File: src/rtl/pipelined_csel_adder.sv
// pipelined_csel_adder: carry-select adder split into WIDTH/BLOCK pipeline
// stages with a valid/ready handshake and a single global advance enable.
// Optional feature: define ADDER_SUB_EN to add the 'sub' input (a - b).
module pipelined_csel_adder #(
  parameter int WIDTH = 32,
  parameter int BLOCK = 8
) (
  input  logic             clk,
  input  logic             rst_n,
  input  logic             in_valid,
  output logic             in_ready,
  input  logic [WIDTH-1:0] a,
  input  logic [WIDTH-1:0] b,
  input  logic             cin,
`ifdef ADDER_SUB_EN
  input  logic             sub,
`endif
  output logic             out_valid,
  input  logic             out_ready,
  output logic [WIDTH-1:0] sum,
  output logic             cout,
  output logic             overflow
);

  localparam int NSTG = WIDTH / BLOCK;

  logic             adv;
  logic [WIDTH-1:0] b_ent;
  logic             c_ent;

  // Registered stage state (_q) and its next value (_d).
  logic [NSTG-1:0]            vld_q, vld_d, c_q, c_d, asg_q, asg_d, bsg_q, bsg_d;
  logic [NSTG-1:0][WIDTH-1:0] s_q, s_d, opa_q, opa_d, opb_q, opb_d;

  // What each stage sees at its input: the ports for stage 0, else the
  // register of the stage before it.
  logic [NSTG-1:0]            vld_x, c_x, asg_x, bsg_x;
  logic [NSTG-1:0][WIDTH-1:0] s_x, opa_x, opb_x;

  logic [BLOCK:0] r0, r1, rsel;

  // The last stage's operand remainder is fully consumed; sink it.
  logic unused_tail;
  assign unused_tail = ^{opa_q[NSTG-1], opb_q[NSTG-1]};

  // The whole pipe moves together whenever the output slot is free or drained.
  assign adv      = out_ready | ~out_valid;
  assign in_ready = adv;

  // Effective second operand and carry-in; subtraction is a + ~b + 1.
  always_comb begin
`ifdef ADDER_SUB_EN
    b_ent = sub ? ~b : b;
    c_ent = sub ? 1'b1 : cin;
`else
    b_ent = b;
    c_ent = cin;
`endif
  end

  // Route each stage's inputs: beat entry for stage 0, previous stage otherwise.
  always_comb begin
    vld_x    = '0;
    c_x      = '0;
    asg_x    = '0;
    bsg_x    = '0;
    s_x      = '0;
    opa_x    = '0;
    opb_x    = '0;
    vld_x[0] = in_valid;
    c_x[0]   = c_ent;
    asg_x[0] = a[WIDTH-1];
    bsg_x[0] = b_ent[WIDTH-1];
    opa_x[0] = a;
    opb_x[0] = b_ent;
    for (int k = 1; k < NSTG; k++) begin
      vld_x[k] = vld_q[k-1];
      c_x[k]   = c_q[k-1];
      asg_x[k] = asg_q[k-1];
      bsg_x[k] = bsg_q[k-1];
      s_x[k]   = s_q[k-1];
      opa_x[k] = opa_q[k-1];
      opb_x[k] = opb_q[k-1];
    end
  end

  // Per-stage carry-select: both block sums are formed up front and the
  // carry from the previous stage picks one. Operands are shifted right by
  // one block per stage so every stage works on the low BLOCK bits.
  always_comb begin
    vld_d = vld_x;
    asg_d = asg_x;
    bsg_d = bsg_x;
    s_d   = s_x;
    c_d   = '0;
    opa_d = '0;
    opb_d = '0;
    r0    = '0;
    r1    = '0;
    rsel  = '0;
    for (int k = 0; k < NSTG; k++) begin
      r0   = {1'b0, opa_x[k][BLOCK-1:0]} + {1'b0, opb_x[k][BLOCK-1:0]};
      r1   = {1'b0, opa_x[k][BLOCK-1:0]} + {1'b0, opb_x[k][BLOCK-1:0]} + {{BLOCK{1'b0}}, 1'b1};
      rsel = c_x[k] ? r1 : r0;
      s_d[k][k*BLOCK +: BLOCK] = rsel[BLOCK-1:0];
      c_d[k]   = rsel[BLOCK];
      opa_d[k] = opa_x[k] >> BLOCK;
      opb_d[k] = opb_x[k] >> BLOCK;
    end
  end

  // ---- stage boundary: valid, carry, partial sum and sign bits ----
  // Cleared asynchronously so outputs read zero in reset; frozen on stall.
  always_ff @(posedge clk or negedge rst_n) begin
    if (!rst_n) begin
      vld_q <= '0;
      c_q   <= '0;
      asg_q <= '0;
      bsg_q <= '0;
      s_q   <= '0;
    end else if (adv) begin
      vld_q <= vld_d;
      c_q   <= c_d;
      asg_q <= asg_d;
      bsg_q <= bsg_d;
      s_q   <= s_d;
    end
  end

  // ---- stage boundary: unconsumed operand bits (never observed directly) ----
  // Operand remainders need no reset since the valid bits qualify them.
  always_ff @(posedge clk) begin
    if (adv) begin
      opa_q <= opa_d;
      opb_q <= opb_d;
    end
  end

  assign out_valid = vld_q[NSTG-1];
  assign sum       = s_q[NSTG-1];
  assign cout      = c_q[NSTG-1];
  assign overflow  = (asg_q[NSTG-1] == bsg_q[NSTG-1]) &
                     (s_q[NSTG-1][WIDTH-1] != asg_q[NSTG-1]);

endmodule

File: config.mk
export PLATFORM = sky130hd
export DESIGN_NAME = pipelined_csel_adder
export DESIGN_NICKNAME = d
export VERILOG_FILES = /design/src/rtl/pipelined_csel_adder.sv
export SDC_FILE = /design/constraint.sdc
export NUM_CORES = 1
export LEC_CHECK = 0
export ABC_AREA = 1
export CAP_MARGIN = 5
export CORE_MARGIN = 3
export CORE_UTILIZATION = 60
export DETAILED_ROUTE_END_ITERATION = 7
export GPL_ROUTABILITY_DRIVEN = 0
export GPL_TIMING_DRIVEN = 0
export PLACE_DENSITY = 0.93
export RECOVER_POWER = 25
export SETUP_SLACK_MARGIN = 0.05
export SLEW_MARGIN = 20
export SYNTH_ARGS = -nofsm -noshare
export SYNTH_HDL_FRONTEND = slang
export SYNTH_SLANG_ARGS = --single-unit
File: constraint.sdc
create_clock -name clk -period 15.65 [get_ports clk]
set_clock_uncertainty 0.2 [all_clocks]
set_input_delay 3.13 -clock clk [delete_from_list [all_inputs] [get_ports clk]]
set_output_delay 3.13 -clock clk [all_outputs]
set_load 0.1 [all_outputs]
Yosys cells after proc, flatten, opt, wreduce, memory -nomap -nowiden
Index checks and enable logic that the tools add are counted.
{"block": "op_classes", "add_sub_neg": 8, "eq_ne": 2, "n_mux": 4, "bitwise_logic": 3}
{"op": "8-bit by 8-bit adder with 9-bit output", "n": 4}
{"op": "9-bit by 1-bit adder with 9-bit output (second input constant)", "n": 4}
{"op": "9-bit 2-to-1 mux", "n": 4}
{"op": "1-bit bitwise AND", "n": 1}
{"op": "1-bit equality test", "n": 1}
{"op": "1-bit != test", "n": 1}
{"op": "1-bit NOT", "n": 1}
{"op": "1-bit OR", "n": 1}
{"block": "word_totals", "ff_bits": 192, "out_inout_bits": 36}

Logic depth before layout (Yosys ltp)
{"block": "logic_depth", "depth_word": 3, "mapped_depth": 13, "ltp_nobuf": 13}

Least setup slack after synthesis
OpenSTA, ideal clock, no wires.
{"block": "synth_timing", "kind": "input -> output", "from": "input port out_ready", "to": "output port in_ready", "t_arrival_ns": 7.060, "required_time_ns": 12.320, "setup_slack_ns": 5.260, "cell_stages": 4, "path_cell_list": "nor2_2 > inv_1 > buf_2 > buf_1"}
{"block": "synth_between", "elab_chain_cells": 1}
{"element": "from (decl)", "line": "19", "text": "input logic out_ready,"}
{"element": "1-bit OR", "line": "47", "text": "assign adv = out_ready | ~out_valid;"}
{"element": "to (decl)", "line": "11", "text": "output logic in_ready,"}
Every way passes these cells.

Worst setup path after layout
Ends and elaborated chain as after synthesis.

==> flow_metrics.env <==
export IMPL_status="finished, violations left"
export IMPL_violations="max-capacitance violations, max-slew violations"
export IMPL_grt_total_usage_pct=24.7
export IMPL_drive_gt1_share_pct=7.07
export IMPL_hold_depth=0
export IMPL_synth_top_area_cell="edfxtp_1"
export IMPL_dieHeight_um=127
export IMPL_cts_max_level=4
export IMPL_rsz0062_at_grt="no"
export IMPL_hold_viol=0
export IMPL_critPathCaptureType="output port"
export IMPL_dpl_instance_area_mm2=0.0101
export IMPL_wl_um=19200
export IMPL_areaGrowthSynthToFinish_pct=21.6
export IMPL_cpPeakStageDelay_ns=1.27
export IMPL_period_minus_slack_ns=9.41
export IMPL_critical_path_class="in -> out"
export IMPL_cts_path_max_buffers=2
export IMPL_p_leak_uw=0.00502
export IMPL_ant_nets=0
export IMPL_postCtsSetupBuffers=0
export IMPL_synth_ff_latch_count=192
export IMPL_synth_fp_nets=1017
export IMPL_fin_cells=1227
export IMPL_synth_flop_cell="edfxtp_1"
export IMPL_synth_edf_count=96
export IMPL_cp_arrival_ns=6.08
export IMPL_port_buffers=104
export IMPL_num_vias=6805
export IMPL_yosysWarnings=0
export IMPL_path_cells="clkdlybuf4s50_1, nor2_2, inv_1, buf_2, buf_2, clkdlybuf4s50_1"
export IMPL_ioPinCount=105
export IMPL_numCtsBuffers=17
export IMPL_initial_core_util_pct=62.3
export IMPL_required_ns=12.32
export IMPL_synth_area_leaders="edfxtp_1 33%, dfrtp_1 27%, nand2_1 16%"
export IMPL_dieArea_mm2=0.0161
export IMPL_cp_depth=6
export IMPL_rr_worst_depth=7
export IMPL_synth_cell_types=32
export IMPL_drc=0
export IMPL_min_path_type="reg -> reg"
export IMPL_critPathTopFamily="buffers and inverters"
export IMPL_worstPathMaxFanout=33
export IMPL_grt_start_max_net_pins=53
export IMPL_tns_ns=0
export IMPL_cts_resized_gates=0
export IMPL_num_rows=43
export IMPL_cts_root_buf="clkbuf_16"
export IMPL_clock_sinks=192
export IMPL_final_cell_mix="373 x nand2_1, 103 x clkdlybuf4s50_1, 96 x dfrtp_1, 96 x edfxtp_1, 83 x inv_1"
export IMPL_drv_cap=2
export IMPL_power_density_mw_per_mm2=223
export IMPL_vdd_drop_max_mv=0.117
export IMPL_avgSynthCellArea_um2=9.68
export IMPL_synth_cells=908
export IMPL_final_common_cell="nand2_1"
export IMPL_cp_slowest_cell="clkdlybuf4s50_1"
export IMPL_async_flop_share_pct=50.0
export IMPL_drt_iter0_markers=548
export IMPL_dieWidth_um=127
export IMPL_crit_path_start_kind="primary input"
export IMPL_slew_violations=99
export IMPL_viasPerCell=5.55
export IMPL_design_area_mm2=0.0107
export IMPL_coreArea_mm2=0.0141
export IMPL_drtPass1Iterations=8
export IMPL_maxSlewHeadroom_pct=-73.0
export IMPL_syn_area_mm2=0.00879
export IMPL_clk_pin_slew_ns=0.07
export IMPL_antenna_found_initial=0
export IMPL_overflow=0
export IMPL_synth_top_area_share_pct=32.8
export IMPL_period_share_pct=60.1
export IMPL_critPathBufInv=5
export IMPL_holdWs_ns=0.212
export IMPL_cts_tree="yes"
export IMPL_routedWlPerCell_um=15.6
export IMPL_fmax_mhz=106
export IMPL_ys_seq_area_share_pct=60.1
export IMPL_final_setup_viol_count=0
export IMPL_hold_buffers=0
export IMPL_worstMarginPinSlew_ns=2.59
export IMPL_first_global_vias=6889
export IMPL_n_antenna_cell=0
export IMPL_dp_cells=1195
export IMPL_grt_pass1_wl_um=31700
export IMPL_clk_latency_ns=0.44
export IMPL_fin_nets=1143
export IMPL_dp_hpwl_um=13300
-- worst register-to-register path, stage by stage (launching register included) --
cell and delay, ns:
dfrtp_1 0.37, inv_1 0.06, nor2_2 0.08, inv_1 0.13, buf_2 0.28, buf_2 0.68
buf_12 0.31, buf_12 0.27
-- metal layers --
metal	GRT usage, %	wire length, um	up-vias
met4	11.7	694	0
met1	29.2	7220	3200
met5	0	0	-
met3	5.60	1380	65
met2	43.1	9870	327
li1	-	-	3213
-- report_power, final --
group	internal, uW	switching (uW)
combinational	303	803
sequential	738	99.6
clock	240	195
-- synthesized netlist by cell type, types with 6 or more instances --
library cell,instances
nor2_1,29
nand2_2,7
nand3_1,58
inv_1,83
ha_1,36
nand3b_1,7
a21oi_1,22
nand3_2,6
nand4_1,15
edfxtp_1,96
clkbuf_1,13
o21ai_0,21
nand2_1,373
nor2_2,7
dfrtp_1,96
-- state kept, by name (all words and copies together), names as in the netlist --
| register | cells |
|---|---|
| opa_d | 24 |
| asg_q | 4 |
| opb_q | 24 |
| vld_q | 4 |
| sum | 32 |
| c_q | 4 |
| bsg_q | 4 |
| s_d | 48 |
| opa_q | 24 |
| opb_d | 24 |
-- worst paths after layout --
check                      startpoint         to  slack, ns
hold / removal              opa_d[42]  opa_d[66]       0.21
setup / recovery            out_ready   in_ready       6.24
max in group asynchronous       rst_n    s_d[35]       8.68
setup reg to reg             vld_q[3]  opb_q[34]      12.94
min in group asynchronous       rst_n    sum[30]       3.20
hold reg to reg             opa_d[42]  opa_d[66]       0.21
-- kinds of logic after synthesis --
logic type	synth area share, %
AND/OR/NAND/NOR	25.3
flip-flops	60.1
adder cells (fa/ha/maj)	6.04
XOR/XNOR	0.683
AO/OA/AOI/OAI	3.13
buffers and inverters	4.70
-- area by class of cell --
type	count	area, um2
tap	180	225
buffer	20	87.6
timing repair buffer	107	1080
inverter	87	327
multi-input combinational	609	3090
fill	890	3410
sequential	192	5290
clock inverter	15	169
clock buffer	17	425
-- through the flow --
| stage | setup WS [ns] | power [uW] | utilization [%] |
|---|---|---|---|
| finish | 6.24 | 2380 | 75.8 |
| global route | 6.10 | 2510 | 75.8 |
| CTS | 6.22 | 2370 | 76.0 |
| detailed placement | 6.28 | 1920 | 71.8 |
| global placement | 2.86 | 1860 | 71.3 |
| floorplan | 5.26 | 1630 | - |
Note: power is estimated with default switching activity, not from simulation.
